[config.mk]
export PLATFORM = sky130hd
export DESIGN_NAME = argmax_sequencer
export DESIGN_NICKNAME = d
export VERILOG_FILES = /design/src/rtl/argmax_sequencer.sv
export SDC_FILE = /design/constraint.sdc
export NUM_CORES = 1
export LEC_CHECK = 0
export BUFFER_PORTS_ARGS = -buffer_cell sky130_fd_sc_hd__buf_2
export CAP_MARGIN = 5
export CORE_AREA = 4 4 187 153
export DETAILED_ROUTE_END_ITERATION = 8
export DIE_AREA = 0 0 191 157
export PLACE_DENSITY = 0.62
export SYNTH_ARGS = -nofsm -noshare
export SYNTH_HDL_FRONTEND = slang
export SYNTH_SLANG_ARGS = --single-unit
export TNS_END_PERCENT = 20
[constraint.sdc]
create_clock -name clk -period 5.25 [get_ports clk]
set_clock_uncertainty 0.2 [all_clocks]
set_input_delay 0.2625 -clock clk [delete_from_list [all_inputs] [get_ports clk]]
set_output_delay 0.2625 -clock clk [all_outputs]
set_load 0.1 [all_outputs]
[src/rtl/argmax_sequencer.sv]
// Argmax over CLASS_NUM signed class sums, one compare per cycle; ARGMAX_MARGIN_EN adds a best-minus-runner-up output.
// Latency: pred_valid rises on the CLASS_NUM-th edge, counting the edge that samples the adder_done rise.
// Backpressure: the result is held while pred_ready is low; starts that arrive while busy are dropped and counted.
module argmax_sequencer #(
    parameter int CLASS_NUM     = 10,
    parameter int WEIGHT_LENGTH = 16,
    localparam int IDX_W        = ($clog2(CLASS_NUM) > 1) ? $clog2(CLASS_NUM) : 1
) (
    input  logic                            clk,
    input  logic                            rst_n,
    input  logic                            adder_done,
    input  logic signed [WEIGHT_LENGTH-1:0] class_sums [CLASS_NUM],
    input  logic                            pred_ready,
    output logic                            pred_valid,
    output logic [IDX_W-1:0]                pred_class,
    output logic signed [WEIGHT_LENGTH-1:0] pred_sum,
    output logic                            busy,
    output logic [7:0]                      drop_cnt
`ifdef ARGMAX_MARGIN_EN
    ,
    output logic signed [WEIGHT_LENGTH:0]   margin
`endif
);

    typedef enum logic [1:0] {IDLE, SCAN, DONE} state_t;

    localparam logic [IDX_W-1:0] LAST_IDX = IDX_W'(CLASS_NUM - 1);
    localparam bit SINGLE = (CLASS_NUM == 1);

    state_t state, state_n;

    logic                            done_d;
    logic                            start;
    logic                            load;
    logic                            finish;
    logic                            drop;
    logic signed [WEIGHT_LENGTH-1:0] snap [CLASS_NUM];
    logic signed [WEIGHT_LENGTH-1:0] best, best_n, cur;
    logic [IDX_W-1:0]                best_idx, best_idx_n;
    logic [IDX_W-1:0]                idx;

    assign start      = adder_done && !done_d;
    assign pred_valid = (state == DONE);
    assign busy       = (state != IDLE);

    always_ff @(posedge clk or negedge rst_n) begin
        if (!rst_n) begin
            state  <= IDLE;
            done_d <= 1'b1;
        end else begin
            state  <= state_n;
            done_d <= adder_done;
        end
    end

    always_comb begin
        state_n = state;
        load    = 1'b0;
        finish  = 1'b0;
        drop    = 1'b0;
        case (state)
            IDLE: begin
                if (start) begin
                    load    = 1'b1;
                    finish  = SINGLE;
                    state_n = SINGLE ? DONE : SCAN;
                end
            end
            SCAN: begin
                drop = start;
                if (idx == LAST_IDX) begin
                    finish  = 1'b1;
                    state_n = DONE;
                end
            end
            DONE: begin
                if (pred_ready) begin
                    if (start) begin
                        load    = 1'b1;
                        finish  = SINGLE;
                        state_n = SINGLE ? DONE : SCAN;
                    end else begin
                        state_n = IDLE;
                    end
                end else begin
                    drop = start;
                end
            end
            default: state_n = IDLE;
        endcase
    end

    // Strict '>' keeps the lowest index on ties.
    always_comb begin
        cur = snap[idx];
        if (load) begin
            best_n     = class_sums[0];
            best_idx_n = '0;
        end else if (cur > best) begin
            best_n     = cur;
            best_idx_n = idx;
        end else begin
            best_n     = best;
            best_idx_n = best_idx;
        end
    end

    always_ff @(posedge clk or negedge rst_n) begin
        if (!rst_n) begin
            for (int i = 0; i < CLASS_NUM; i++) snap[i] <= '0;
            best       <= '0;
            best_idx   <= '0;
            idx        <= '0;
            pred_class <= '0;
            pred_sum   <= '0;
        end else begin
            if (load) begin
                for (int i = 0; i < CLASS_NUM; i++) snap[i] <= class_sums[i];
            end
            if (load || state == SCAN) begin
                best     <= best_n;
                best_idx <= best_idx_n;
                idx      <= load ? IDX_W'(1) : idx + IDX_W'(1);
            end
            if (finish) begin
                pred_class <= best_idx_n;
                pred_sum   <= best_n;
            end
        end
    end

    always_ff @(posedge clk or negedge rst_n) begin
        if (!rst_n) begin
            drop_cnt <= '0;
        end else if (drop && drop_cnt != 8'hFF) begin
            drop_cnt <= drop_cnt + 8'd1;
        end
    end

`ifdef ARGMAX_MARGIN_EN
    logic signed [WEIGHT_LENGTH-1:0] second, second_n;
    logic                            second_vld, second_vld_n;
    logic signed [WEIGHT_LENGTH:0]   best_x, second_x;

    // Runner-up is empty until a second entry is seen; an empty runner-up yields margin 0.
    always_comb begin
        second_n     = second;
        second_vld_n = second_vld;
        if (load) begin
            second_n     = '0;
            second_vld_n = 1'b0;
        end else if (cur > best) begin
            second_n     = best;
            second_vld_n = 1'b1;
        end else if (!second_vld || cur > second) begin
            second_n     = cur;
            second_vld_n = 1'b1;
        end
        best_x   = best_n;
        second_x = second_n;
    end

    always_ff @(posedge clk or negedge rst_n) begin
        if (!rst_n) begin
            second     <= '0;
            second_vld <= 1'b0;
            margin     <= '0;
        end else begin
            if (load || state == SCAN) begin
                second     <= second_n;
                second_vld <= second_vld_n;
            end
            if (finish) begin
                margin <= second_vld_n ? (best_x - second_x) : '0;
            end
        end
    end
`endif

endmodule

### Yosys cells after proc, flatten, opt, wreduce, memory -nomap -nowiden

Index checks and enable logic that the tools add are counted.

| storage, ports and cells | value |
|---|---|
| flip-flop bits (word level) | 215 |
| output and inout bits | 30 |
| logic and storage cells | 57 |

| operators by class | value |
|---|---|
| reductions and logical operators | 7 |
| equal/unequal tests | 7 |
| multiplexer cells | 20 |
| bitwise gates (word level) | 1 |
| $add $sub $neg | 2 |
| magnitude comparators | 2 |

Operator list:

| operator | count |
|---|---|
| binary-select mux 16 bit (select 4 bit) | 1 |
| two-way mux 16 bit | 4 |
| greater-than comparator 16 bit | 1 |
| two-way mux 4 bit | 3 |
| adder 8 x 1 -> 8 bit, second input constant | 1 |
| inequality test 8 bit, second input constant | 1 |
| two-way mux 1 bit | 6 |
| two-way mux 2 bit | 3 |
| inequality test 2 bit, second input constant | 3 |
| case mux 2 bit (3 select lines) | 1 |
| greater-or-equal comparator 5 bit, second input constant | 1 |
| inverter 4 -> 5 bit | 1 |
| adder 4 x 1 -> 4 bit, second input constant | 1 |
| == test 4 bit, second input constant | 1 |
| case mux 1 bit (2 select lines) | 2 |
| AND reduction 3 bit | 1 |
| == test 2 x 1 -> 1 bit, second input constant | 1 |
| == test 2 bit, second input constant | 1 |
| logical AND 1 bit | 2 |
| logical NOT 2 bit | 1 |
| nonzero test 2 bit | 1 |
| logical NOT 1 bit | 1 |
| logical OR 1 bit | 1 |

### Longest topological paths before layout

| depth | value |
|---|---|
| depth in word-level cells | 7 |
| gate-level depth with buffers | 13 |
| gate-level depth less buffers | 10 |

### Worst setup path before layout

No wires, ideal clock.

| path | value |
|---|---|
| path kind | register -> register |
| from | register idx[0] |
| to | register pred_class[0] |
| period minus slack after synthesis | 3.802 ns |
| setup slack | 1.448 ns |
| arrival | 3.476 ns |
| setup time | 0.126 ns |
| required time | 4.924 ns |
| cell stages (with the launch flop) | 14 |
| path buffers | 3 |
| cell sequence | dfrtp_1 buf_2 buf_2 mux4_2 mux2i_1 o22ai_1 ha_1 nor2b_1 o211a_1 o21a_1 or3_1 buf_2 and2_4 a221o_1 |

| between the ends | value |
|---|---|
| cells in the longest elaborated chain, start to end | 7 |

RTL lines:

| item | RTL line | RTL |
|---|---|---|
| start: declaration | 40 | `logic [IDX_W-1:0] idx;` |
| start signal: assignment | 123 | `idx <= load ? IDX_W'(1) : idx + IDX_W'(1);` |
| inverter 4 -> 5 bit (not written as such) | 95 | `cur = snap[idx];` |
| binary-select mux 16 bit (select 4 bit) | 95 |  |
| two-way mux 16 bit (not written as such) (2 in series) | 95 |  |
| greater-than comparator 16 bit | 99 | `end else if (cur > best) begin` |
| two-way mux 4 bit | 99 |  |
| two-way mux 4 bit | 96 | `if (load) begin` |
| end signal: assignment | 126 | `pred_class <= best_idx_n;` |
| end: declaration | 15 | `output logic [IDX_W-1:0] pred_class,` |

Parallel ways exist; a longest one is shown, timed or not. The select of a mux whose other input is x is not followed.
A chain may end at the register's enable or synchronous reset.

### Worst setup path in the final report

| path | value |
|---|---|
| from | register idx[1] |
| to | register pred_class[3] |

Same word-level chain as after synthesis.

==> results.txt <==
The worst relative slew slack is 0.373. The via count of the first global-routing pass came to 9308. The first global-routing pass estimated 53400 µm of wire. The post-synthesis average cell area is 9.24 µm². Buffers inserted to repair hold after CTS numbered 162. Of the total power, the clock network draws 0.162. The number of synthesized flops with an enable pin is 0. The iteration count of the initial detailed-routing pass came out at 5. The total CTS buffers came out at 24. The number of nets with antenna violations after detailed routing is 0. Clock-pin slew was measured on the worst setup and hold paths at 0.06 ns. The worst setup path is launched from a flip-flop. The netlist area before placement is 0.0106 mm². The effective utilization at floorplan came out at 0.394. The count of pins over their slew limit is 0. Yosys attributes the largest share of cell area to dfrtp_1, nand2_1, mux4_2. The routed wire length per instance came out at 18.5 µm.

At the end of routability-driven placement, the weighted congestion stood at 0.901. Traced cell by cell, the critical path runs through buf_4 -> mux4_2 -> mux2i_1 -> o22ai_1 -> ha_1 -> nand2_1 -> o21ai_1 -> a2111oi_4 -> a31o_1 -> buf_12 -> a21boi_0 -> a221o_1. The number of maximum-capacitance constraint violations is 0. During placement, the flow inserted port buffers numbering 193. Setup repair after global routing left no endpoint under its margin. For this run the aggregate overflow at the end of global routing stands at 0. The detail-routed via count per cell came out at 5.09. The worst-skew pair later-pin latency is 0.53 ns. For the pin with the worst max-slew slack, the measured transition is 0.940 ns. The worst setup path is captured at a flip-flop.

Including well taps, the total number of placed cells is 1651. The maximum number of pins on one net before global-route repair is 111. The net switching power figure came out at 4.57 mW. The initial antenna violation count came out at 0. The completed layout was analyzed and its total power is 9.87 mW. The die outline height came out at 157 µm. In the synthesized netlist the dominant register cell turns out to be dfrtp_1. The overall routed net length came out at 34300 µm. By instance count, the leading cell after synthesis is nand2_1. The die covers 0.0300 mm². The post-synthesis compound-gate area fraction came out at 0.0902. For this run, asynchronously set or reset flops after synthesis account for 1.00. Setup violations remaining at the end of the flow were counted as 0. After floorplanning, the core was sized to cover 0.0268 mm². The combinational power share came out at 0.541. The number of different library cells in the post-synthesis netlist is 56. In this design, the stage delay of the slowest critical-path cell is 0.77 ns. The count of standard-cell rows is 54. The run finished with clean final reports. The number of instances in the synthesized netlist came out at 1144.

Of the available clock period, the critical path in the final layout requires 0.830. The post-synthesis share of cell area spent on full adders, half adders and majority gates is 0.0272. The critical path in this run is classified as flip-flop to flip-flop. The number of failing hold endpoints at the final stage is 0. The slowest stage of the critical path is the dfrtp_2 cell.

The area share of the leading cell type in the synthesized netlist is 0.506. The part of the Yosys area used for sequential elements is 0.509. 0 antenna diodes ended up in the layout. The clock root buffer is clkbuf_16. In this run the number of H-tree levels came out at 1. The layout-stage area growth over the synthesis result came out at 35.1%. The global routing usage summed across all routing layers came out at 0.226. Adding up every negative setup slack in the final design gives 0 ns. The number of primary I/O pins is 194.

The simple logic cell fraction of the synthesized area came out at 0.224. The required time of the worst setup path is 5.45 ns. Derived from the worst setup path, the maximum achievable clock frequency is 230 MHz. Ranked by instance count, the synthesized netlist is headed by nand2_1, dfrtp_1, clkbuf_1.

The post-CTS setup repair buffer count is 0. The area share of xor/xnor cells in the synthesized design is 0.00828. The share of the core filled with cells in the final layout came out at 0.532.

The HPWL reported at the end of detailed placement is 23400 µm. The leakage dissipation came out at 7.30 nW. Counting I/O delays and the setup requirement, the final critical path takes 4.36 ns. The die is 191 µm wide. After synthesis, the largest family of logic cells by area is simple AND/OR/NAND/NOR gates. The portion of synthesized area spent on multiplexers is 0.0995. The net count of the mapped netlist is 1331.

The remaining routing DRC violations came out at 0. The internal power contribution came out at 5.29 mW. The critical-path maximum fanout is 25. The via count of the routed design came out at 9446. The share of total power dissipated in sequential elements is 0.297. The worst hold path belongs to the class primary input to flip-flop. The total clock sinks is 215. Across the VDD grid, the largest voltage drop is 0.359 mV. Synthesis inferred 215 register bits. The layout cell share with drive strength beyond 1 came out at 0.205. The synthesized design spends more area on one cell type than any other, namely dfrtp_1. The number of buffers between clock root and the deepest sink is 3. In the final design database the tool counted 1662 nets. The power density over cell area came out at 691 mW/mm². The switching share of total power is 0.464. The number of warnings printed during yosys synthesis came out at 0. The count of routing violations after the opening detailed-route iteration came out at 720.

The total of cells resized after clock tree synthesis came out at 0. The number of non-filler instances in the completed layout is 1854. The data arrival at the endpoint of the critical path is 4.56 ns. The clock tree from TritonCTS is built.
==> layout make-up <==
| cell class | instances | area (µm²) |
|---|---|---|
| fillers | 2402 | 12500 |
| well taps | 364 | 455 |
| clock inverters | 9 | 60.1 |
| multi-input cells | 820 | 4780 |
| repair buffers | 378 | 2780 |
| flip-flops and latches | 215 | 5390 |
| clock buffers | 32 | 681 |
| inverters | 36 | 135 |
==> registers in the layout (all words and copies together) (netlist names) <==
register,count
best_idx,4
done_d,1
pred_class,4
snap,160
drop_cnt,8
idx,4
state,2
best,16
pred_sum,16
==> layout by cell type (no fill, tap or decap), types with 13 or more instances in the layout <==
| cell | count |
|---|---|
| dlygate4sd3_1 | 162 |
| dfrtp_1 | 212 |
| o31ai_1 | 17 |
| clkbuf_16 | 24 |
| o22ai_1 | 15 |
| mux4_2 | 32 |
| nor3_1 | 16 |
| nor2_1 | 25 |
| a311o_1 | 15 |
| o311ai_0 | 16 |
| buf_2 | 192 |
| mux2i_1 | 32 |
| buf_4 | 22 |
| nand2_1 | 525 |
| inv_1 | 36 |
| ha_1 | 23 |
| a21oi_1 | 13 |
| a211oi_1 | 16 |
==> layer usage <==
metal  up-vias  wire, µm  share of wire  track usage
met3        46      2540          0.074       0.0424
met5         -         0              0            0
met2       356     15300           0.45        0.342
met4         0       634          0.018       0.0458
li1       4493         -              -            -
met1      4551     15900           0.46        0.343
==> cells by family after synthesis <==
| group | after synthesis |
|---|---|
| fa+ha+maj | 23 |
| simple gates | 600 |
| compound gates | 122 |
| buf+inv | 109 |
| xor+xnor | 10 |
| mux | 65 |
| flops | 215 |
==> power groups by stage <==
| stage | Combinational (mW) | Clock, mW | Sequential, mW |
|---|---|---|---|
| finish | 5.34 | 1.60 | 2.93 |
| global placement | 5.13 | 0 | 2.95 |
| floorplan | 3.31 | 0 | 3.30 |
| CTS | 5.29 | 1.63 | 2.92 |
| global route | 5.81 | 1.69 | 3.01 |
| detailed placement | 5.18 | 0 | 2.94 |
==> final timing paths <==
path,start,endpoint,slack (ns),depth (start not counted)
worst max-delay path,idx[1],pred_class[3],0.89,12
min in group asynchronous,rst_n,pred_sum[4],0.22,2
worst max register to register,idx[1],pred_class[3],0.89,12
max in group asynchronous,rst_n,idx[0],3.32,3
worst min register to register,snap[75],snap[75],0.27,2
worst min-delay path,pred_ready,state[1],0.07,4
==> critical path, delay by kind of cell (launching register included) <==
family                   cells  cell delay [ns]
AND/OR/NAND/NOR              1             0.06
flip-flops                   1             0.77
buffers and inverters        2             0.48
adder cells (fa/ha/maj)      1             0.34
AO/OA/AOI/OAI                6             1.65
multiplexers                 2             0.72
==> through the flow <==
| stage | setup WS [ns] | hold slack (ns) | cell area [µm²] |
|---|---|---|---|
| after floorplan | 1.45 | -0.233 | 10600 |
| after global placement | 0.964 | 0.186 | 11900 |
| after detailed placement | 0.962 | 0.189 | 11900 |
| after CTS | 0.935 | 0.0600 | 14300 |
| after global routing | 0.691 | 0.105 | 14300 |
| final | 0.894 | 0.0680 | 14300 |
(Power assumes the default switching activity.)
